==> src/rtl/counter_pkg.sv <==
// Helpers shared by the up and down counters: width derivation and load-value saturation.
package counter_pkg;

    function automatic int unsigned counter_width(input int unsigned max);
        return (max < 1) ? 1 : $clog2(max + 1);
    endfunction

    function automatic logic [31:0] counter_saturate(input logic [31:0] value,
                                                     input logic [31:0] max);
        return (value > max) ? max : value;
    endfunction

endpackage

==> src/rtl/data_control_pkg.sv <==
// Shared clock/reset bundle type and the accessor macros every block uses to reach into it.
`ifndef DATA_CONTROL_MACROS
`define DATA_CONTROL_MACROS
`define Data_Control_Clock(c) c.clk
`define Data_Control_Reset(c) c.rst
`endif

package data_control_pkg;

    typedef struct packed {
        logic clk;
        logic rst;
    } Data_Control_T;

endpackage

==> src/rtl/counter_countdown.sv <==
// Loadable down-counter: counts a loaded value to zero and emits a one-cycle done pulse,
// optionally reloading from the last loaded period.
module counter_countdown
    import data_control_pkg::*;
    import counter_pkg::*;
#(
    parameter int unsigned MAX         = 12,
    parameter int unsigned WIDTH       = counter_width(MAX),
    parameter bit          AUTO_RELOAD = 1'b0
) (
    input  Data_Control_T    ctrl,
    input  logic [WIDTH-1:0] d,
    input  logic             load,
    input  logic             enable,
    output logic [WIDTH-1:0] q,
    output logic             zero,
    output logic             done,
    output logic             busy
);

    localparam logic [WIDTH-1:0] MaxVal = WIDTH'(MAX);

    logic [WIDTH-1:0] r_q;
    logic [WIDTH-1:0] r_period;
    logic             r_zero;
    logic             r_done;
    logic             r_busy;

    logic [WIDTH-1:0] w_q_next;
    logic [WIDTH-1:0] w_period_next;
    logic             w_done_next;
    logic [WIDTH-1:0] w_load_sat;

    assign w_load_sat = WIDTH'(counter_saturate(32'(d), 32'(MaxVal)));

    always_comb begin
        w_q_next      = r_q;
        w_period_next = r_period;
        w_done_next   = 1'b0;
        if (load) begin
            w_q_next      = w_load_sat;
            w_period_next = w_load_sat;
        end else if (enable) begin
            if (r_q > WIDTH'(1)) begin
                w_q_next = r_q - WIDTH'(1);
            end else if (r_q == WIDTH'(1)) begin
                w_q_next    = '0;
                w_done_next = 1'b1;
            end else if (AUTO_RELOAD) begin
                // Reloading a zero period leaves q at 0 and never re-pulses done.
                w_q_next = r_period;
            end
        end
    end

    always_ff @(posedge `Data_Control_Clock(ctrl)) begin
        if (`Data_Control_Reset(ctrl)) begin
            r_q      <= '0;
            r_period <= '0;
            r_zero   <= 1'b1;
            r_done   <= 1'b0;
            r_busy   <= 1'b0;
        end else begin
            r_q      <= w_q_next;
            r_period <= w_period_next;
            r_zero   <= (w_q_next == '0);
            r_done   <= w_done_next;
            r_busy   <= (w_q_next != '0);
        end
    end

    assign q    = r_q;
    assign zero = r_zero;
    assign done = r_done;
    assign busy = r_busy;

endmodule
==> config.mk <==
export PLATFORM = sky130hd
export DESIGN_NAME = counter_countdown
export DESIGN_NICKNAME = d
export VERILOG_FILES = /design/src/rtl/counter_pkg.sv /design/src/rtl/data_control_pkg.sv /design/src/rtl/counter_countdown.sv
export SDC_FILE = /design/constraint.sdc
export NUM_CORES = 1
export LEC_CHECK = 0
export BUFFER_PORTS_ARGS = -buffer_cell sky130_fd_sc_hd__buf_4
export CAP_MARGIN = 20
export CORE_AREA = 2 2 44 46
export CTS_CLUSTER_DIAMETER = 80
export CTS_CLUSTER_SIZE = 14
export DETAILED_ROUTE_END_ITERATION = 8
export DIE_AREA = 0 0 46 48
export PLACE_DENSITY_LB_ADDON = 0.3
export SYNTH_ARGS = -nofsm -noshare
export SYNTH_HDL_FRONTEND = slang
export SYNTH_SLANG_ARGS = --single-unit
==> constraint.sdc <==
create_clock -name ctrl -period 3.6 [get_ports ctrl]
set_input_delay 0 -clock ctrl [delete_from_list [all_inputs] [get_ports ctrl]]
set_output_delay 0 -clock ctrl [all_outputs]
set_load 0.01 [all_outputs]
==> flow_summary.html, run 1 <==
<table>
<tr><th>Metric</th><th>Value</th></tr>
<tr><th colspan="2">Status</th></tr>
<tr><td>Run status</td><td>finished, final reports clean</td></tr>
<tr><th colspan="2">Clock tree</th></tr>
<tr><td>PostCTS Resize Cnt</td><td>0</td></tr>
<tr><td>Worst-skew pair later-pin latency</td><td>0.25 ns</td></tr>
<tr><td>Sinks on the clock net</td><td>7</td></tr>
<tr><td>Number of setup buffers added after CTS</td><td>0</td></tr>
<tr><td>Clock-pin slew of the registers on the worst-case setup and hold paths</td><td>0.05 ns</td></tr>
<tr><td>Hold-fix buffers, CTS</td><td>0</td></tr>
<tr><td>CTS tree</td><td>yes</td></tr>
<tr><th colspan="2">Yosys</th></tr>
<tr><td>Number of enable flip-flop cells after synthesis</td><td>0</td></tr>
<tr><td>Share of synthesized flip-flops with an asynchronous set or reset</td><td>0%</td></tr>
<tr><td>Number of instances in the synthesized netlist</td><td>46</td></tr>
<tr><td>Post-synthesis area per instance</td><td>8.704 µm²</td></tr>
<tr><td>Synth top cells by count</td><td>dfxtp_1 (7), inv_1 (4), nor2_1 (4), nand2_1 (3)</td></tr>
<tr><td>Most common flop cell mapped by yosys</td><td>dfxtp_1</td></tr>
<tr><td>Count leader, synth</td><td>dfxtp_1</td></tr>
<tr><td>Synthesized netlist net count</td><td>between 50 and 60</td></tr>
<tr><td>Number of different library cells in the post-synthesis netlist</td><td>27</td></tr>
<tr><td>Largest cells by area after synthesis</td><td>dfxtp_1 (35%), ha_1 (6.3%), o31a_1 (4.4%)</td></tr>
<tr><td>Post-synthesis sequential area ratio</td><td>35.00%</td></tr>
<tr><td>Count of warnings emitted by yosys</td><td>0</td></tr>
<tr><td>Post-synthesis instance area</td><td>400.4 µm²</td></tr>
<tr><td>Area share of the largest cell type after synthesis</td><td>35.00%</td></tr>
<tr><td>Post-synth top area cell</td><td>dfxtp_1</td></tr>
<tr><td>Flip-flop and latch count after synthesis</td><td>7</td></tr>
<tr><th colspan="2">STA</th></tr>
<tr><td>Slew margin rel.</td><td>76.86%</td></tr>
<tr><td>Fin Setup TNS</td><td>0 ns</td></tr>
<tr><td>Transition time at the pin with the least slew margin</td><td>~0.34 ns</td></tr>
<tr><td>Number of hold-slack violations in the final timing report</td><td>0</td></tr>
<tr><td>Setup Skew</td><td>roughly 0.0017 ns</td></tr>
<tr><td>Final-report max-slew violation count</td><td>0</td></tr>
<tr><td>Number of setup violations in the final report</td><td>0</td></tr>
<tr><td>Setup repair after global routing missed its margin</td><td>false</td></tr>
<tr><th colspan="2">Floorplan</th></tr>
<tr><td>Total number of placement rows</td><td>15</td></tr>
<tr><td>IO Count</td><td>15</td></tr>
<tr><td>CORE AREA</td><td>between 0.0015 and 0.002 mm²</td></tr>
<tr><td>Total die area</td><td>0.002208 mm²</td></tr>
<tr><td>Die width</td><td>46 µm</td></tr>
<tr><td>Die Y-Extent</td><td>48 µm</td></tr>
<tr><td>Starting density of the core</td><td>23.70%</td></tr>
<tr><th colspan="2">Placed design</th></tr>
<tr><td>HPWL after DPL</td><td>817.5 µm</td></tr>
<tr><td>Buffers added on ports</td><td>13</td></tr>
<tr><td>Global placement routability congestion</td><td>0.7025</td></tr>
<tr><th colspan="2">Detailed routing</th></tr>
<tr><td># DRC</td><td>0</td></tr>
<tr><td>Wire per inst</td><td>13.43 µm</td></tr>
<tr><td>Number of DRC violations after detailed-routing iteration 0</td><td>13</td></tr>
<tr><td>Via total after detailed routing</td><td>between 400 and 500</td></tr>
<tr><td>Wire length reported by the detailed router</td><td>1155 µm</td></tr>
<tr><td>Total iterations of the first detailed-routing run</td><td>4</td></tr>
<tr><td>Remaining number of nets flagged by the antenna check after routing</td><td>0</td></tr>
<tr><td>Vias per inst</td><td>5.221</td></tr>
<tr><th colspan="2">Final layout</th></tr>
<tr><td>Final core occ</td><td>34.96%</td></tr>
<tr><td>N_diodes</td><td>0</td></tr>
<tr><td>Number of fillers in the final layout</td><td>~190</td></tr>
<tr><td>Final layout net count</td><td>79</td></tr>
<tr><td>Area growth from synthesis to final layout</td><td>47.50%</td></tr>
<tr><td>Proportion of layout cells with a drive suffix above 1</td><td>33.33%</td></tr>
<tr><th colspan="2">Power</th></tr>
<tr><td>Power per unit of standard cell area</td><td>866.0 mW/mm²</td></tr>
<tr><td>Worst-case vdd ir drop</td><td>0.3920 mV</td></tr>
<tr><td>Static leakage power</td><td>0.2716 nW</td></tr>
<tr><th colspan="2">GRT</th></tr>
<tr><td>Maximum number of pins on one net before global-route repair</td><td>11</td></tr>
<tr><td>Initial antenna violation count</td><td>0</td></tr>
<tr><td>Total global-route track usage</td><td>between 10 and 15%</td></tr>
<tr><td>Grt total ovfl</td><td>0</td></tr>
<tr><td>Number of global-route vias before repair</td><td>482</td></tr>
<tr><td>Wire length of the first global-routing pass</td><td>1849 µm</td></tr>
<tr><th colspan="2">Critical path</th></tr>
<tr><td>Critical path arrival</td><td>2.26 ns</td></tr>
<tr><td>Setup Crit Path Kind</td><td>clock port to flip-flop</td></tr>
<tr><td>Most repeated library cell on the critical path</td><td>clkbuf_4</td></tr>
<tr><td>Required time of the critical path</td><td>3.74 ns</td></tr>
<tr><td>Critical path startpoint category</td><td>clock port</td></tr>
<tr><td>Slowest stage cell on the critical path</td><td>a41o_1</td></tr>
<tr><td>Cells along the critical path</td><td>clkbuf_4, clkbuf_4, a41o_1</td></tr>
<tr><td>CP peak stage delay</td><td>0.20 ns</td></tr>
<tr><td>Endpoint class of the critical path</td><td>flip-flop</td></tr>
<tr><td>Critical-path maximum fanout</td><td>3</td></tr>
<tr><th colspan="2">Job</th></tr>
<tr><td>Max cap viols</td><td>0</td></tr>
<tr><th colspan="2">Min path</th></tr>
<tr><td>Path type of the worst min-delay path</td><td>input pin to flip-flop</td></tr>
</table>
## through the flow
step	setup slack, ns	instances	hold WS, ns	instance area (µm²)	total power, mW
6_report	1.471	86	0.006900	590.6	0.5114
5_1_grt	1.467	86	0.01983	590.6	0.5574
4_1_cts	1.470	86	0.002596	590.6	0.5245
3_5_place_dp	1.508	75	0.06907	515.5	0.3156
3_3_place_gp	1.508	75	0.06907	515.5	0.3145
2_1_floorplan	1.508	46	0.06907	400.4	0.2495
## where the power goes
part | switching (mW) | total [mW] | internal, mW
Clock | 0.0838 | 0.227 | 0.143
Sequential | 0.0276 | 0.134 | 0.107
Combinational | 0.0724 | 0.150 | 0.0778
## sequential cells by signal, indices dropped and copies added (netlist names)
signal	count
zero	1
busy	1
q	4
done	1
## cells in the final DEF, fill, tap and decap left out
cell      netlist  final
nor2_1          4      4
ha_1            2      2
nand2_1         3      3
inv_1           4      4
a21boi_0        1      1
xnor2_1         1      1
a41oi_1         1      1
buf_4           0     13
o311a_1         1      1
o21ai_0         1      1
nor3_1          2      2
and4b_1         1      1
or4b_1          1      1
a21oi_1         1      1
and2_1          1      1
clkbuf_4        0      9
nand2b_1        1      1
nor4_1          2      2
or3_1           1      1
nand3_1         1      1
dfxtp_1         7      7
nor3b_1         2      2
nor4b_1         1      1
a41o_1          1      1
o31a_1          2      2
a211o_1         1      1
clkbuf_1        1      2
a211oi_2        1      1
and3_1          1      1
## worst paths after layout
kind | from | endpoint | slack, ns | cells past startpoint
max | ctrl[0] | zero | 1.47 | 3
min | load | done | 0.007 | 2
max reg2reg | q[0] | zero | 1.72 | 6
min reg2reg | q[2] | done | 0.75 | 2
## layer usage
metal  global-route usage (%)  routed length [µm]
met5                        0                   0
met2                    16.11                 528
met4                    17.14                  52
met1                    11.41                 466
met3                    14.72                 108
## kinds of logic after synthesis
family	count (synthesis)	synth area share, %
AOI/OAI and AO/OA	10	21.25
xor gates and xnor gates	1	2.188
adders and majority gates	2	6.249
buffers and inverters	5	4.686
DFF	7	35.00
and+or+nand+nor	21	30.63
## cell type report
class                           count  area (µm²)  share of cell area, %
Clock inverter                      1       3.754                 0.6356
Clock buffer                       11       75.07                  12.71
Inverter                            3       11.26                  1.907
Tap cell                           17       21.27                  3.602
Sequential cell                     7       140.1                  23.73
Multi-Input combinational cell     34       241.5                  40.89
Timing Repair Buffer               13       97.59                  16.53
## critical path, delay by kind of cell
kind	cells	cell delay, ns
compound gates	1	0.20
buf+inv	2	0.27
(Power assumes the default switching activity.)
==> run 2: changes to the inputs <==
==> constraint.sdc (replaced) <==
create_clock -name ctrl -period 2.1 [get_ports ctrl]
set_input_delay 0 -clock ctrl [delete_from_list [all_inputs] [get_ports ctrl]]
set_output_delay 0 -clock ctrl [all_outputs]
set_load 0.01 [all_outputs]
==> flow_summary.html, run 2 (same netlist as run 1, synthesis figures left out) <==
<table>
<tr><th>Metric</th><th>Value</th></tr>
<tr><th colspan="2">Clock tree</th></tr>
<tr><td>Sinks on the clock net</td><td>7</td></tr>
<tr><td>Worst-skew pair later-pin latency</td><td>0.25 ns</td></tr>
<tr><td>Clock-pin slew of the registers on the worst-case setup and hold paths</td><td>0.05 ns</td></tr>
<tr><td>Number of setup buffers added after CTS</td><td>0</td></tr>
<tr><td>CTS tree</td><td>yes</td></tr>
<tr><th colspan="2">Detailed routing</th></tr>
<tr><td>Wire length reported by the detailed router</td><td>1076 µm</td></tr>
<tr><td>Remaining number of nets flagged by the antenna check after routing</td><td>0</td></tr>
<tr><td># DRC</td><td>0</td></tr>
<tr><td>Wire per inst</td><td>12.23 µm</td></tr>
<tr><td>Via total after detailed routing</td><td>between 400 and 500</td></tr>
<tr><td>Total iterations of the first detailed-routing run</td><td>5</td></tr>
<tr><td>Number of DRC violations after detailed-routing iteration 0</td><td>8</td></tr>
<tr><td>Vias per inst</td><td>5.159</td></tr>
<tr><th colspan="2">Critical path</th></tr>
<tr><td>CP delay by family, top</td><td>simple AND/OR/NAND/NOR gates</td></tr>
<tr><td>Setup Crit Path Kind</td><td>flip-flop to flip-flop</td></tr>
<tr><td>Endpoint class of the critical path</td><td>flip-flop</td></tr>
<tr><td>Bufs and invs on worst path</td><td>1</td></tr>
<tr><td>Critical path arrival</td><td>between 2 and 2.5 ns</td></tr>
<tr><td>Required time of the critical path</td><td>roughly 2.2 ns</td></tr>
<tr><td>CP peak stage delay</td><td>0.48 ns</td></tr>
<tr><td>Cells along the critical path</td><td>inv_1, ha_1, or4b_1, a211oi_2, nor4_1, a41o_1</td></tr>
<tr><td>Worst reg-to-reg setup slack</td><td>0.24 ns</td></tr>
<tr><td>Critical-path maximum fanout</td><td>3</td></tr>
<tr><td>Slowest stage cell on the critical path</td><td>or4b_1</td></tr>
<tr><td>Critical path startpoint category</td><td>flip-flop</td></tr>
<tr><th colspan="2">Final layout</th></tr>
<tr><td>Final layout net count</td><td>81</td></tr>
<tr><td>Final core occ</td><td>a little over a third</td></tr>
<tr><td>Most frequent cells in the layout</td><td>buf_4 (14), clkbuf_4 (9), dfxtp_1 (7)</td></tr>
<tr><td>Max reg flops</td><td>4</td></tr>
<tr><td>Final Instance Area</td><td>just over 600 µm²</td></tr>
<tr><td>Area growth from synthesis to final layout</td><td>51.87%</td></tr>
<tr><td>Cell Count, Final, Fillers Out</td><td>88</td></tr>
<tr><td>Leading cell type in the layout, fill and taps excluded</td><td>buf_4</td></tr>
<tr><td>N_diodes</td><td>0</td></tr>
<tr><td>Proportion of layout cells with a drive suffix above 1</td><td>33.80%</td></tr>
<tr><td>Number of fillers in the final layout</td><td>194</td></tr>
<tr><th colspan="2">Placed design</th></tr>
<tr><td>Placed inst area</td><td>523.0 µm²</td></tr>
<tr><td>HPWL after DPL</td><td>773.5 µm</td></tr>
<tr><td>Placed Cells</td><td>76</td></tr>
<tr><td>Global placement routability congestion</td><td>0.7913</td></tr>
<tr><td>Buffers added on ports</td><td>13</td></tr>
<tr><th colspan="2">Floorplan</th></tr>
<tr><td>Total number of placement rows</td><td>15</td></tr>
<tr><td>Die width</td><td>approximately 46 µm</td></tr>
<tr><td>Starting density of the core</td><td>23.70%</td></tr>
<tr><td>CORE AREA</td><td>approximately 0.0017 mm²</td></tr>
<tr><td>IO Count</td><td>15</td></tr>
<tr><td>Total die area</td><td>0.002208 mm²</td></tr>
<tr><td>Die Y-Extent</td><td>48 µm</td></tr>
<tr><th colspan="2">STA</th></tr>
<tr><td>Slew margin rel.</td><td>between 70 and 80%</td></tr>
<tr><td>Fin Setup TNS</td><td>0 ns</td></tr>
<tr><td>Number of setup violations in the final report</td><td>0</td></tr>
<tr><td>Max Clock Freq</td><td>536.7 MHz</td></tr>
<tr><td>Minimum clock period</td><td>1.863 ns</td></tr>
<tr><td>Number of hold-slack violations in the final timing report</td><td>0</td></tr>
<tr><td>Setup repair after global routing missed its margin</td><td>false</td></tr>
<tr><td>Final-report max-slew violation count</td><td>0</td></tr>
<tr><td>Transition time at the pin with the least slew margin</td><td>between 0.3 and 0.4 ns</td></tr>
<tr><td>Share of the clock period used by the worst path after layout</td><td>88.73%</td></tr>
<tr><td>Setup Skew</td><td>0.003321 ns</td></tr>
<tr><th colspan="2">GRT</th></tr>
<tr><td>Number of global-route vias before repair</td><td>between 400 and 500</td></tr>
<tr><td>Total global-route track usage</td><td>13.83%</td></tr>
<tr><td>Initial antenna violation count</td><td>0</td></tr>
<tr><td>Maximum number of pins on one net before global-route repair</td><td>11</td></tr>
<tr><td>Wire length of the first global-routing pass</td><td>1849 µm</td></tr>
<tr><td>Grt total ovfl</td><td>0</td></tr>
<tr><th colspan="2">Status</th></tr>
<tr><td>Run status</td><td>finished, final reports clean</td></tr>
<tr><th colspan="2">Min path</th></tr>
<tr><td>Path type of the worst min-delay path</td><td>input pin to flip-flop</td></tr>
<tr><th colspan="2">Power</th></tr>
<tr><td>Power per unit of standard cell area</td><td>between 1000 and 1500 mW/mm²</td></tr>
<tr><td>Sequential Power Share</td><td>25.9%</td></tr>
<tr><td>Worst-case vdd ir drop</td><td>just over 0.7 mV</td></tr>
<tr><td>Sw frac</td><td>between 30% and 40%</td></tr>
<tr><td>Overall power consumption</td><td>872.2 µW</td></tr>
<tr><td>Static leakage power</td><td>0.2810 nW</td></tr>
<tr><td>Switching power total</td><td>303.4 µW</td></tr>
<tr><td>Clock network fraction of design power</td><td>43.4%</td></tr>
<tr><td>Portion of total power attributed to combinational logic</td><td>30.7%</td></tr>
<tr><td>Design internal power</td><td>568.8 µW</td></tr>
<tr><th colspan="2">Job</th></tr>
<tr><td>Max cap viols</td><td>0</td></tr>
</table>
run 2: repair_timing:
action / 4_1_cts / 5_1_grt
hold buffers: 1 / 0
endpoints found under the hold margin: 1 / 0
gates resized for setup: 0 / 0
endpoints found under the setup margin: 0 / 0
run 2: final cells by class:
| class | count | area [µm²] | share of cell area, % |
|---|---|---|---|
| inverter | 3 | 11.26 | 1.852 |
| clock inverter | 1 | 3.754 | 0.6173 |
| timing repair buffer | 15 | 115.1 | 18.93 |
| multi-input combinational | 34 | 241.5 | 39.71 |
| clock buffer | 11 | 75.07 | 12.35 |
| tap | 17 | 21.27 | 3.498 |
| sequential | 7 | 140.1 | 23.05 |
run 2: through the flow:
step	hold slack (ns)	worst slack (ns)
2_1_floorplan	0.06907	0.2829
3_3_place_gp	0.06907	0.2717
3_5_place_dp	0.06907	0.2489
4_1_cts	0.05645	0.2201
5_1_grt	0.07139	0.1233
6_report	0.06543	0.2367
run 2: worst paths after layout:
check,to,depth (start not counted),start
worst max-delay path,zero,6,q[1]
worst min-delay path,q[0],3,d[0]
worst max register to register,zero,6,q[1]
worst min register to register,done,2,q[3]
run 2: power by group through the flow:
| stage | clock network [mW] | logic, mW | registers (mW) |
|---|---|---|---|
| after CTS | 0.403 | 0.272 | 0.225 |
| final | 0.379 | 0.268 | 0.226 |
| after floorplan | 0.0513 | 0.132 | 0.245 |
| after global placement | 0.0513 | 0.266 | 0.227 |
| after global routing | 0.431 | 0.303 | 0.235 |
| after detailed placement | 0.0513 | 0.267 | 0.230 |
run 2: routing by layer:
layer / track usage [%] / part of all wire (%)
met5: 0 / 0
met4: 14.29 / 1.0
met1: 11.41 / 37
met2: 16.67 / 49
met3: 15.85 / 13
run 2: worst min-delay path, cell delays in order:
cell	delay, ns
buf_4	0.11
nand3_1	0.10
a21oi_1	0.07
==> run 3: changes to the inputs <==
--- a/config.mk
+++ b/config.mk
@@ -7,11 +7,13 @@
 export LEC_CHECK = 0
 export BUFFER_PORTS_ARGS = -buffer_cell sky130_fd_sc_hd__buf_4
 export CAP_MARGIN = 20
-export CORE_AREA = 2 2 44 46
+export CORE_AREA = 5 5 47 49
+export CTS_BUF_LIST = sky130_fd_sc_hd__clkbuf_4 sky130_fd_sc_hd__clkbuf_8 sky130_fd_sc_hd__clkbuf_16
 export CTS_CLUSTER_DIAMETER = 80
 export CTS_CLUSTER_SIZE = 14
 export DETAILED_ROUTE_END_ITERATION = 8
-export DIE_AREA = 0 0 46 48
+export DIE_AREA = 0 0 52 54
+export MAX_ROUTING_LAYER = met4
 export PLACE_DENSITY_LB_ADDON = 0.3
 export SYNTH_ARGS = -nofsm -noshare
 export SYNTH_HDL_FRONTEND = slang
==> flow_summary.html, run 3 (same netlist as run 1, synthesis figures left out) <==
<table>
<tr><th>Metric</th><th>Value</th></tr>
<tr><th colspan="2">Status</th></tr>
<tr><td>Run status</td><td>finished, final reports clean</td></tr>
<tr><th colspan="2">Detailed routing</th></tr>
<tr><td>Wire per inst</td><td>11.36 µm</td></tr>
<tr><td>Wire length reported by the detailed router</td><td>1091 µm</td></tr>
<tr><td># DRC</td><td>0</td></tr>
<tr><td>Remaining number of nets flagged by the antenna check after routing</td><td>0</td></tr>
<tr><td>Vias per inst</td><td>4.500</td></tr>
<tr><td>Via total after detailed routing</td><td>approximately 430</td></tr>
<tr><td>Number of DRC violations after detailed-routing iteration 0</td><td>2</td></tr>
<tr><td>Total iterations of the first detailed-routing run</td><td>4</td></tr>
<tr><th colspan="2">Floorplan</th></tr>
<tr><td>Total die area</td><td>0.002808 mm²</td></tr>
<tr><td>Die width</td><td>52 µm</td></tr>
<tr><td>Starting density of the core</td><td>21.98%</td></tr>
<tr><td>Die Y-Extent</td><td>54 µm</td></tr>
<tr><td>IO Count</td><td>15</td></tr>
<tr><td>CORE AREA</td><td>0.001822 mm²</td></tr>
<tr><td>Total number of placement rows</td><td>16</td></tr>
<tr><th colspan="2">Placed design</th></tr>
<tr><td>Buffers added on ports</td><td>13</td></tr>
<tr><td>Placed Cells</td><td>85</td></tr>
<tr><td>Global placement routability congestion</td><td>0.7288</td></tr>
<tr><td>Worst slack at placement</td><td>0.2408 ns</td></tr>
<tr><th colspan="2">Final layout</th></tr>
<tr><td>Area growth from synthesis to final layout</td><td>52.50%</td></tr>
<tr><td>Final layout net count</td><td>79</td></tr>
<tr><td>Cell Count, Final, Fillers Out</td><td>96</td></tr>
<tr><td>Proportion of layout cells with a drive suffix above 1</td><td>36.23%</td></tr>
<tr><td>Most frequent cells in the layout</td><td>buf_4 (13), clkbuf_4 (11), dfxtp_1 (7)</td></tr>
<tr><td>Leading cell type in the layout, fill and taps excluded</td><td>buf_4</td></tr>
<tr><td>N_diodes</td><td>0</td></tr>
<tr><td>Max reg flops</td><td>4</td></tr>
<tr><th colspan="2">GRT</th></tr>
<tr><td>Grt total ovfl</td><td>0</td></tr>
<tr><td>Initial antenna violation count</td><td>0</td></tr>
<tr><td>Wire length of the first global-routing pass</td><td>approximately 1900 µm</td></tr>
<tr><td>Maximum number of pins on one net before global-route repair</td><td>11</td></tr>
<tr><td>Number of global-route vias before repair</td><td>509</td></tr>
<tr><td>Total global-route track usage</td><td>10.97%</td></tr>
<tr><th colspan="2">Min path</th></tr>
<tr><td>Worst hold start</td><td>load</td></tr>
<tr><td>Worst min-delay path endpoint</td><td>done</td></tr>
<tr><td>Hold Path Stages</td><td>2</td></tr>
<tr><td>Path type of the worst min-delay path</td><td>input pin to flip-flop</td></tr>
<tr><th colspan="2">Clock tree</th></tr>
<tr><td>CTS tree</td><td>yes</td></tr>
<tr><td>Sinks on the clock net</td><td>7</td></tr>
<tr><td>PostCTS Resize Cnt</td><td>0</td></tr>
<tr><td>Hold-fix buffers, CTS</td><td>0</td></tr>
<tr><td>Clock-pin slew of the registers on the worst-case setup and hold paths</td><td>0.05 ns</td></tr>
<tr><td>Number of setup buffers added after CTS</td><td>0</td></tr>
<tr><td>Worst-skew pair later-pin latency</td><td>between 0.2 and 0.25 ns</td></tr>
<tr><th colspan="2">Critical path</th></tr>
<tr><td>Bufs and invs on worst path</td><td>1</td></tr>
<tr><td>Slowest stage cell on the critical path</td><td>or4b_1</td></tr>
<tr><td>Setup Crit Path Kind</td><td>flip-flop to flip-flop</td></tr>
<tr><td>Critical-path maximum fanout</td><td>3</td></tr>
<tr><td>Critical path arrival</td><td>2.03 ns</td></tr>
<tr><td>Critical path startpoint category</td><td>flip-flop</td></tr>
<tr><td>Required time of the critical path</td><td>around 2.2 ns</td></tr>
<tr><td>Destination of the worst register-to-register timing path</td><td>zero</td></tr>
<tr><td>Source of the worst register-to-register timing path</td><td>q[1]</td></tr>
<tr><td>Worst Reg-to-Reg Cells</td><td>6</td></tr>
<tr><td>Cells along the critical path</td><td>inv_1, ha_1, or4b_1, a211oi_2, nor4_1, a41o_1</td></tr>
<tr><td>CP peak stage delay</td><td>0.48 ns</td></tr>
<tr><td>Worst reg-to-reg setup slack</td><td>0.21 ns</td></tr>
<tr><td>Endpoint class of the critical path</td><td>flip-flop</td></tr>
<tr><td>CP delay by family, top</td><td>simple AND/OR/NAND/NOR gates</td></tr>
<tr><th colspan="2">Power</th></tr>
<tr><td>Sw frac</td><td>approximately 34%</td></tr>
<tr><td>Design internal power</td><td>587.1 µW</td></tr>
<tr><td>Static leakage power</td><td>0.2784 nW</td></tr>
<tr><td>Power per unit of standard cell area</td><td>around 1500 mW/mm²</td></tr>
<tr><td>Overall power consumption</td><td>885.4 µW</td></tr>
<tr><td>Switching power total</td><td>roughly 300 µW</td></tr>
<tr><td>Portion of total power attributed to combinational logic</td><td>28.8%</td></tr>
<tr><td>Worst-case vdd ir drop</td><td>0.8269 mV</td></tr>
<tr><td>Clock network fraction of design power</td><td>45.0%</td></tr>
<tr><td>Sequential Power Share</td><td>approximately a quarter</td></tr>
<tr><th colspan="2">STA</th></tr>
<tr><td>Max Clock Freq</td><td>528.9 MHz</td></tr>
<tr><td>Share of the clock period used by the worst path after layout</td><td>90.04%</td></tr>
<tr><td>Transition time at the pin with the least slew margin</td><td>about 0.35 ns</td></tr>
<tr><td>Worst hold-check slack</td><td>approximately 0.011 ns</td></tr>
<tr><td>PnR worst setup slack</td><td>0.2093 ns</td></tr>
<tr><td>Number of setup violations in the final report</td><td>0</td></tr>
<tr><td>Fin Setup TNS</td><td>0 ns</td></tr>
<tr><td>Final-report max-slew violation count</td><td>0</td></tr>
<tr><td>Number of hold-slack violations in the final timing report</td><td>0</td></tr>
<tr><td>Setup Skew</td><td>about 0.0043 ns</td></tr>
<tr><td>Slew margin rel.</td><td>between 70% and 80%</td></tr>
<tr><td>Minimum clock period</td><td>approximately 1.9 ns</td></tr>
<tr><td>Setup repair after global routing missed its margin</td><td>false</td></tr>
<tr><th colspan="2">Job</th></tr>
<tr><td>Max cap viols</td><td>0</td></tr>
</table>
[run 3: cell types whose count changed in the layout (fill, tap and decap cells not counted)]
cell,before,now
buf_4,14,13
clkbuf_1,2,0
clkbuf_4,9,11
dlygate4sd3_1,1,0
[run 3: final cells by class]
class / count / area [µm²]
well taps: 27 / 33.78
repair buffers: 13 / 97.59
fillers: 195 / 1211
clock inverters: 1 / 3.754
multi-input cells: 34 / 241.5
flip-flops and latches: 7 / 140.1
clock buffers: 11 / 82.58
inverters: 3 / 11.26
[run 3: worst max path at each step]
stage          start  endpoint  slack (ns)  cells past startpoint
2_1_floorplan   q[1]      zero        0.28                      6
3_3_place_gp    q[1]      zero        0.26                      6
3_5_place_dp    q[1]      zero        0.24                      6
4_1_cts         q[1]      zero        0.22                      6
5_1_grt         q[1]      zero        0.11                      6
6_report        q[1]      zero        0.21                      6
[run 3: power by group through the flow]
stage	Clock [mW]	Sequential [mW]	Combinational, mW
after floorplan	0.0513	0.245	0.132
after global placement	0.0513	0.236	0.252
after detailed placement	0.0513	0.232	0.257
after CTS	0.421	0.232	0.258
after global routing	0.466	0.239	0.284
final	0.399	0.232	0.255
[run 3: layer usage]
layer  vias to the layer above  track usage, %  share of wire, %
li1                        219               -                 -
met1                       190           9.180                44
met2                        21           11.30                44
met3                         2           13.02                11
met4                         0           11.79              0.92
met5                         -               -                 0
[run 3: metrics by stage]
| stage | util (%) | cell area [µm²] |
|---|---|---|
| after floorplan | - | 400.4 |
| after global placement | 28.98 | 528.0 |
| after detailed placement | 28.98 | 528.0 |
| after CTS | 33.52 | 610.6 |
| after global routing | 33.52 | 610.6 |
| final | 33.52 | 610.6 |
